**src/rtl/smartbing_sensor_cond.sv**
```systemverilog
// smartbing_sensor_cond: synchronises and debounces the su/lh/ll bin sensors,
// produces clean levels with one-cycle rise pulses, and raises a sticky fault
// when the high-level sensor reads active while the low-level sensor does not.
// Optional feature macro: SMARTBING_FALL_PULSE_EN adds o_su_fall/o_lh_fall/o_ll_fall.
// Channel index order everywhere: [0]=su, [1]=lh, [2]=ll.
module smartbing_sensor_cond #(
    parameter int unsigned DEB_CYCLES   = 8,
    parameter int unsigned PLAUS_CYCLES = 16
) (
    input  logic clk,
    input  logic rst_n,
    input  logic i_en,
    input  logic i_su_raw,
    input  logic i_lh_raw,
    input  logic i_ll_raw,
    input  logic i_fault_clr,
    output logic o_su_lvl,
    output logic o_lh_lvl,
    output logic o_ll_lvl,
    output logic o_su_rise,
    output logic o_lh_rise,
    output logic o_ll_rise,
`ifdef SMARTBING_FALL_PULSE_EN
    output logic o_su_fall,
    output logic o_lh_fall,
    output logic o_ll_fall,
`endif
    output logic o_fault
);

    localparam int unsigned CW = (DEB_CYCLES > 1) ? $clog2(DEB_CYCLES) : 1;
    localparam logic [CW-1:0] DEB_LAST = CW'(DEB_CYCLES - 1);
    localparam int unsigned PW = $clog2(PLAUS_CYCLES + 1);
    localparam logic [PW-1:0] PLAUS_LIM = PW'(PLAUS_CYCLES);

    logic [2:0]    w_raw;
    logic [2:0]    r_s1;
    logic [2:0]    r_s2;
    logic [2:0]    r_stable;
    logic [2:0]    r_rise;
    logic [2:0]    w_flip;
    logic [CW-1:0] r_cnt [3];
    logic [PW-1:0] r_pcnt;
    logic [PW-1:0] w_pcnt_next;
    logic          w_cond;
    logic          r_fault;

    assign w_raw = {i_ll_raw, i_lh_raw, i_su_raw};

    // Per channel: stable value takes the synchronised value on this edge
    always_comb begin
        w_flip = '0;
        for (int unsigned i = 0; i < 3; i++) begin
            w_flip[i] = (r_s2[i] != r_stable[i]) && (r_cnt[i] == DEB_LAST);
        end
    end

    // Two-flop synchronisers keep sampling regardless of enable
    always_ff @(posedge clk or negedge rst_n) begin
        if (!rst_n) begin
            r_s1 <= '0;
            r_s2 <= '0;
        end else begin
            r_s1 <= w_raw;
            r_s2 <= r_s1;
        end
    end

    // Debounce counters and stable levels, frozen while disabled
    always_ff @(posedge clk or negedge rst_n) begin
        if (!rst_n) begin
            r_stable <= '0;
            for (int unsigned i = 0; i < 3; i++) begin
                r_cnt[i] <= '0;
            end
        end else if (i_en) begin
            for (int unsigned i = 0; i < 3; i++) begin
                if (r_s2[i] == r_stable[i]) begin
                    r_cnt[i] <= '0;
                end else if (w_flip[i]) begin
                    r_stable[i] <= r_s2[i];
                    r_cnt[i]    <= '0;
                end else begin
                    r_cnt[i] <= r_cnt[i] + 1'b1;
                end
            end
        end
    end

    // Rise pulses register alongside the level update so both appear together
    always_ff @(posedge clk or negedge rst_n) begin
        if (!rst_n) begin
            r_rise <= '0;
        end else begin
            r_rise <= i_en ? (w_flip & r_s2) : '0;
        end
    end

`ifdef SMARTBING_FALL_PULSE_EN
    logic [2:0] r_fall;

    // Fall pulses, same timing and gating as the rise pulses
    always_ff @(posedge clk or negedge rst_n) begin
        if (!rst_n) begin
            r_fall <= '0;
        end else begin
            r_fall <= i_en ? (w_flip & ~r_s2) : '0;
        end
    end

    assign o_su_fall = r_fall[0];
    assign o_lh_fall = r_fall[1];
    assign o_ll_fall = r_fall[2];
`endif

    // Implausible when high-level reads active but low-level does not
    assign w_cond      = r_stable[1] & ~r_stable[2];
    assign w_pcnt_next = (r_pcnt == PLAUS_LIM) ? r_pcnt : r_pcnt + 1'b1;

    // Saturating plausibility counter and sticky fault; clear only honoured
    // while the condition is false
    always_ff @(posedge clk or negedge rst_n) begin
        if (!rst_n) begin
            r_pcnt  <= '0;
            r_fault <= 1'b0;
        end else if (i_en) begin
            if (w_cond) begin
                r_pcnt <= w_pcnt_next;
                if (w_pcnt_next == PLAUS_LIM) begin
                    r_fault <= 1'b1;
                end
            end else begin
                r_pcnt <= '0;
                if (i_fault_clr) begin
                    r_fault <= 1'b0;
                end
            end
        end
    end

    assign o_su_lvl  = r_stable[0];
    assign o_lh_lvl  = r_stable[1];
    assign o_ll_lvl  = r_stable[2];
    assign o_su_rise = r_rise[0];
    assign o_lh_rise = r_rise[1];
    assign o_ll_rise = r_rise[2];
    assign o_fault   = r_fault;

endmodule

```
**config.mk**
```make
export PLATFORM = sky130hd
export DESIGN_NAME = smartbing_sensor_cond
export DESIGN_NICKNAME = d
export VERILOG_FILES = /design/src/rtl/smartbing_sensor_cond.sv
export SDC_FILE = /design/constraint.sdc
export NUM_CORES = 1
export LEC_CHECK = 0
export CAP_MARGIN = 20
export CORE_ASPECT_RATIO = 1.1
export CORE_MARGIN = 3
export CORE_UTILIZATION = 50
export DETAILED_ROUTE_END_ITERATION = 10
export PLACE_DENSITY = 0.72
export SKIP_CTS_REPAIR_TIMING = 1
export SLEW_MARGIN = 20
export SYNTH_ARGS = -nofsm -noshare
export SYNTH_HDL_FRONTEND = slang
export SYNTH_SLANG_ARGS = --single-unit
```
**constraint.sdc**
```tcl
create_clock -name clk -period 2.1 [get_ports clk]
set_clock_uncertainty 0.1 [all_clocks]
set_input_delay 0.525 -clock clk [delete_from_list [all_inputs] [get_ports clk]]
set_output_delay 0.525 -clock clk [all_outputs]
set_load 0.02 [all_outputs]
```
## Yosys cells after proc, flatten, opt, wreduce, memory -nomap -nowiden

Cells that the tools add are included.

- Add/subtract/negate cells: 4
- Multiply operators: 0
- Div/mod/pow operators: 0
- Order comparisons: 0
- Eq/ne operators: 12
- Shift-type cells: 0
- Muxes and demuxes: 12
- Bitwise logic cells: 6
- Reductions and logical operators: 8

Operator list:

| operator | count |
|---|---|
| $mux W3 | 7 |
| $reduce_and A3 Y1 | 4 |
| $eq A5 B5 Y1 const B | 2 |
| $mux W5 | 2 |
| $add A3 B1 Y3 const B | 3 |
| $eq A3 B3 Y1 const B | 3 |
| $add A5 B1 Y5 const B | 1 |
| $not A1 Y1 | 4 |
| $and A3 B3 Y3 | 1 |
| $eq A1 B1 Y1 | 3 |
| $logic_and A1 B1 Y1 | 3 |
| $mux W1 | 3 |
| $ne A1 B1 Y1 | 3 |
| $ne A2 B1 Y1 const B | 1 |
| $reduce_bool A2 Y1 | 1 |
| $and A1 B1 Y1 | 1 |

- Bits in registers: 27
- Bits in latches: 0
- RAM bits: 0
- Memory bits (read-only): 0
- Input port bits: 7
- Output and inout port bits: 7
- Word-level logic and storage cells: 53
- Memories: 0

## Longest topological paths before layout

- Word-level depth: 5
- Depth in mapped cells: 6
- Depth with buffers taken out: 6

## Worst setup path after synthesis

Ideal clock, no wire load.

- Kind: reg-to-reg
- From: register r_pcnt[0]
- To: register r_fault, in the netlist o_fault
- Setup time: 0.122 ns
- Data arrival time: 1.314 ns
- Data required time: 1.878 ns
- Slack: 0.564 ns
- Stages on the path, launching flop included: 6
- Path buffers: 0
- Clock period less this slack: 1.536 ns
- Path through: dfrtp_1 ha_1 and3_1 xnor2_1 nor3_2 a32o_1

- Word-level cells in the longest chain between the ends: 5
- Elaborated cells on any way between the ends: 6
- Classes of those cells: add/sub (1); eq/ne (3); mux (1); reduce/logical (1)

RTL lines:

| item | RTL line | text |
|---|---|---|
| start, declared | 43 | `logic [PW-1:0] r_pcnt;` |
| start signal, assigned | 128 | `r_pcnt <= w_pcnt_next;` |
| $add A5 B1 Y5 / $eq A5 B5 Y1 (equally long branches) | 118 | `assign w_pcnt_next = (r_pcnt == PLAUS_LIM) ? r_pcnt : r_pcnt + 1'b1;` |
| $mux W5 * | 118 |  |
| $eq A5 B5 Y1 * | 129 | `if (w_pcnt_next == PLAUS_LIM) begin` |
| $ne A2 B1 Y1 (no source line) * | n/a |  |
| $reduce_and A3 Y1 (no source line) * | n/a |  |
| end signal, assigned | 125 | `r_fault <= 1'b0;` |
| end signal, assigned | 130 | `r_fault <= 1'b1;` |
| end signal, assigned | 135 | `r_fault <= 1'b0;` |
| end, declared | 46 | `logic r_fault;` |

Every way passes the cells marked *; elsewhere a longest branch is shown, timed or not.
A chain may end at the register's enable or synchronous reset.

## Worst setup path after layout

- From: register r_stable[0]
- To: output port o_su_lvl

RTL lines:

| item | RTL line | text |
|---|---|---|
| start, declared | 39 | `logic [2:0] r_stable;` |
| start signal, assigned by index | 81 | `r_stable[i] <= r_s2[i];` |
| end, declared | 17 | `output logic o_su_lvl,` |

No word-level cell between the ends.

==> out/qor.csv <==
stage,metric,value,unit
placed_design,Port Buffers,13,
synthesis,Synth Area in XOR/XNOR,3.445,%
pwr,Gate power share,21.8,%
synthesis,Synth Area in Adders,7.874,%
cells_and_area,final non-filler cell total,158,
grt,GRT Total Usage,16.17,%
timing,# setup viols final,0,
critical_path,WS Path Type,reg2out,
clock_tree,CTS buffer count,3,
floorplan,core area,2342,µm²
floorplan,Die ar.,3184,µm²
floorplan,Ports,14,
critical_path,"slowest stage cell, crit path",clkdlybuf4s50_1,
cells_and_area,post-route cell area,1465,µm²
synthesis,"FF+latch count, synth",27,
critical_path,Setup crit start,r_stable[0],
grt,busiest grt layer,met2,
route,Antenna Nets Post-Route,0,
critical_path,Critical Path RT,1.47,ns
route,Via-to-Cell Ratio,5.361,
floorplan,Die X,54.08,µm
run_status,outcome,"finished, final reports clean",
synthesis,Main synth FF type,dfrtp_1,
route,final WL,2143,µm
pwr,internal power,0.7882,mW
placed_design,DP HPWL,1544,µm
route,Vias,847,
synthesis,Synth Net Count,127,
synthesis,mux cell area share after synthesis,4.429,%
pwr,Leakage,0.7013,nW
timing,final worst path period need,1.998,ns
critical_path,worst flop-to-flop path startpoint,r_pcnt[0],
route,drt pass-1 iters,4,
clock_tree,Clock Pin Slew Worst Setup and Hold Paths,0.15,ns
grt,number of global-route vias before repair,816,
synthesis,post-synthesis compound-gate area fraction,9.646,%
grt,Overflow after GRT,0,
cells_and_area,Final nets,144,
synthesis,largest family of logic cells by synthesized area,simple AND/OR/NAND/NOR gates,
timing,Achievable Freq,500.5,MHz
clock_tree,H-tree levels,1,
timing,slew at the pin closest to its max-slew limit,0.3297,ns
timing,RSZ-0062 raised after global routing,no,
pwr,total power,1.133,mW
clock_tree,Sink Count,27,
hold_path,Hold Path Class,reg2reg,
clock_tree,clk_lat worst skew,0.33,ns
grt,GR met1 Demand/Resource,21.89,%
cells_and_area,share of layout cells above drive strength 1,13.28,%
placed_design,dpl cell area,1428,µm²
critical_path,Worst path top cell family by delay,buffers and inverters,
critical_path,CP max FO,4,
critical_path,CP cell instances,clkdlybuf4s50_1,
critical_path,startpoint types,register,
pwr,Sw Share,30.40,%
floorplan,Die H,58.89,µm
synthesis,Syn Inst Count,112,
cells_and_area,final core utilization,62.55,%
clock_tree,CTS Buffer Depth,2,
synthesis,"Seq/Total Area, Yosys",53.15,%
timing,Final Hold Viols,0,
pwr,sw power,0.3444,mW
route,routed len/inst,13.56,µm
cells_and_area,Filler cells,202,
synthesis,Synth Area in Simple Gates,15.85,%
pwr,worst vdd ir,0.8079,mV
synthesis,Synth warnings,0,
clock_tree,CTS tree,done,
placed_design,gpl congestion,0.7669,
pwr,pwr dens,773.0,nW/µm²
critical_path,Worst EP arrival,1.37,ns
floorplan,Site Rows,18,
synthesis,number of flops mapped to enable cells by yosys,0,
cells_and_area,"commonest non-fill, non-tap cell in the layout",dfrtp_1,
timing,Slew HR,78.02,%
placed_design,total placed cells including tap cells,154,
critical_path,crit-path max cell delay,0.62,ns
grt,largest net degree at the start of global routing,28,
grt,met2 GRT Util,24.91,%
clock_tree,clock root buffer,clkbuf_4,
flow_run,max-cap viol count,0,
floorplan,Initial Util,54.27,%
cells_and_area,area grow syn2layout,15.26,%
timing,Final Cycle Share,95.14,%
grt,antenna violations before repair,0,
synthesis,Synth async-reset ratio,100.0,%
route,Residual DRC,0,
timing,Final Max Tran Viols,0,
synthesis,synthesized area,1271,µm²
cells_and_area,most frequent cells in the layout,"25 x dfrtp_1, 11 x clkdlybuf4s50_1, 10 x inv_1",
grt,first-pass GRT wire length,3677,µm
grt,GR Layer Usage met3,2.278,%
synthesis,Netlist cell types,24,
pwr,Sequential Power Share,57.6,%
critical_path,crit path buf inv count,1,
critical_path,endpoint class of the critical path,output pin,
synthesis,Synth Area per Inst,11.35,µm²
route,Starting DRT DRC Count,34,
hold_path,Hold Crit Start,r_s1[2],
cells_and_area,ant diodes,0,
pwr,clock share of power,20.7,%
-- state kept, by name (all words and copies together), names as in the netlist --
name	flops
r_pcnt	5
r_rise	3
r_s2	3
r_stable	3
r_s1	3
r_cnt	9
o_fault	1
-- stage by stage --
stage	TNS [ns]	setup WS, ns	hold WS, ns
final	0	0.1020	0.2689
after global routing	0	0.03202	0.2899
after CTS	-0.06478	-0.06005	0.2750
after detailed placement	0	0.1396	0.2385
after global placement	0	0.1962	0.2329
after floorplan	0	0.5640	0.1294
-- cell families after synthesis --
logic type               count (synthesis)
multiplexers                             5
AND/OR/NAND/NOR                         34
XOR/XNOR                                 5
AO/OA/AOI/OAI                           19
adder cells (fa/ha/maj)                  8
flip-flops                              27
buffers and inverters                   14
-- power by group through the flow --
stage	sequential, mW	combinational, mW	clock (mW)
final	0.652	0.247	0.234
after global routing	0.664	0.285	0.264
after CTS	0.651	0.252	0.244
after detailed placement	0.662	0.251	0
after global placement	0.657	0.235	0
after floorplan	0.661	0.159	0
-- layout make-up --
cell class	instances	area [µm²]	area share (%)
Sequential cell	27	678.2	46.29
Multi-Input combinational cell	71	524.3	35.78
Timing Repair Buffer	16	157.7	10.76
Inverter	10	37.54	2.562
Tap cell	30	37.54	2.562
Clock buffer	3	22.52	1.537
Clock inverter	1	7.507	0.5124
-- Yosys cell counts, types with 2 or more instances --
library cell / n / area share (%)
inv_1: 10 / 3.0
buf_6: 2 / 1.8
o31ai_1: 2 / 1.2
o22ai_1: 4 / 2.0
xor2_1: 2 / 1.4
nor2_1: 6 / 1.8
xnor2_1: 3 / 2.1
nand3b_4: 2 / 3.1
mux2_2: 5 / 4.4
and3_1: 2 / 0.98
nand3_1: 9 / 3.5
o21ai_0: 8 / 3.1
ha_1: 8 / 7.9
nor3b_1: 3 / 1.8
dfrtp_1: 27 / 53
nand2b_1: 3 / 1.5
a32o_1: 2 / 1.6
nand2_1: 8 / 2.4
-- path summary, 6_finish.rpt --
check	cells past startpoint	slack [ns]	to
max in group asynchronous	2	1.20	r_stable[1]
hold reg to reg	0	0.27	r_s2[2]
hold / removal	0	0.27	r_s2[2]
setup reg to reg	5	0.43	o_fault
setup / recovery	1	0.10	o_su_lvl
min in group asynchronous	2	0.44	r_rise[0]
-- metal layers --
metal,vias to the layer above,routed length (µm)
li1,418,-
met1,412,973
met2,15,1084
met3,2,69
met4,0,15
met5,-,0
Note: power is estimated with default switching activity, not from simulation.
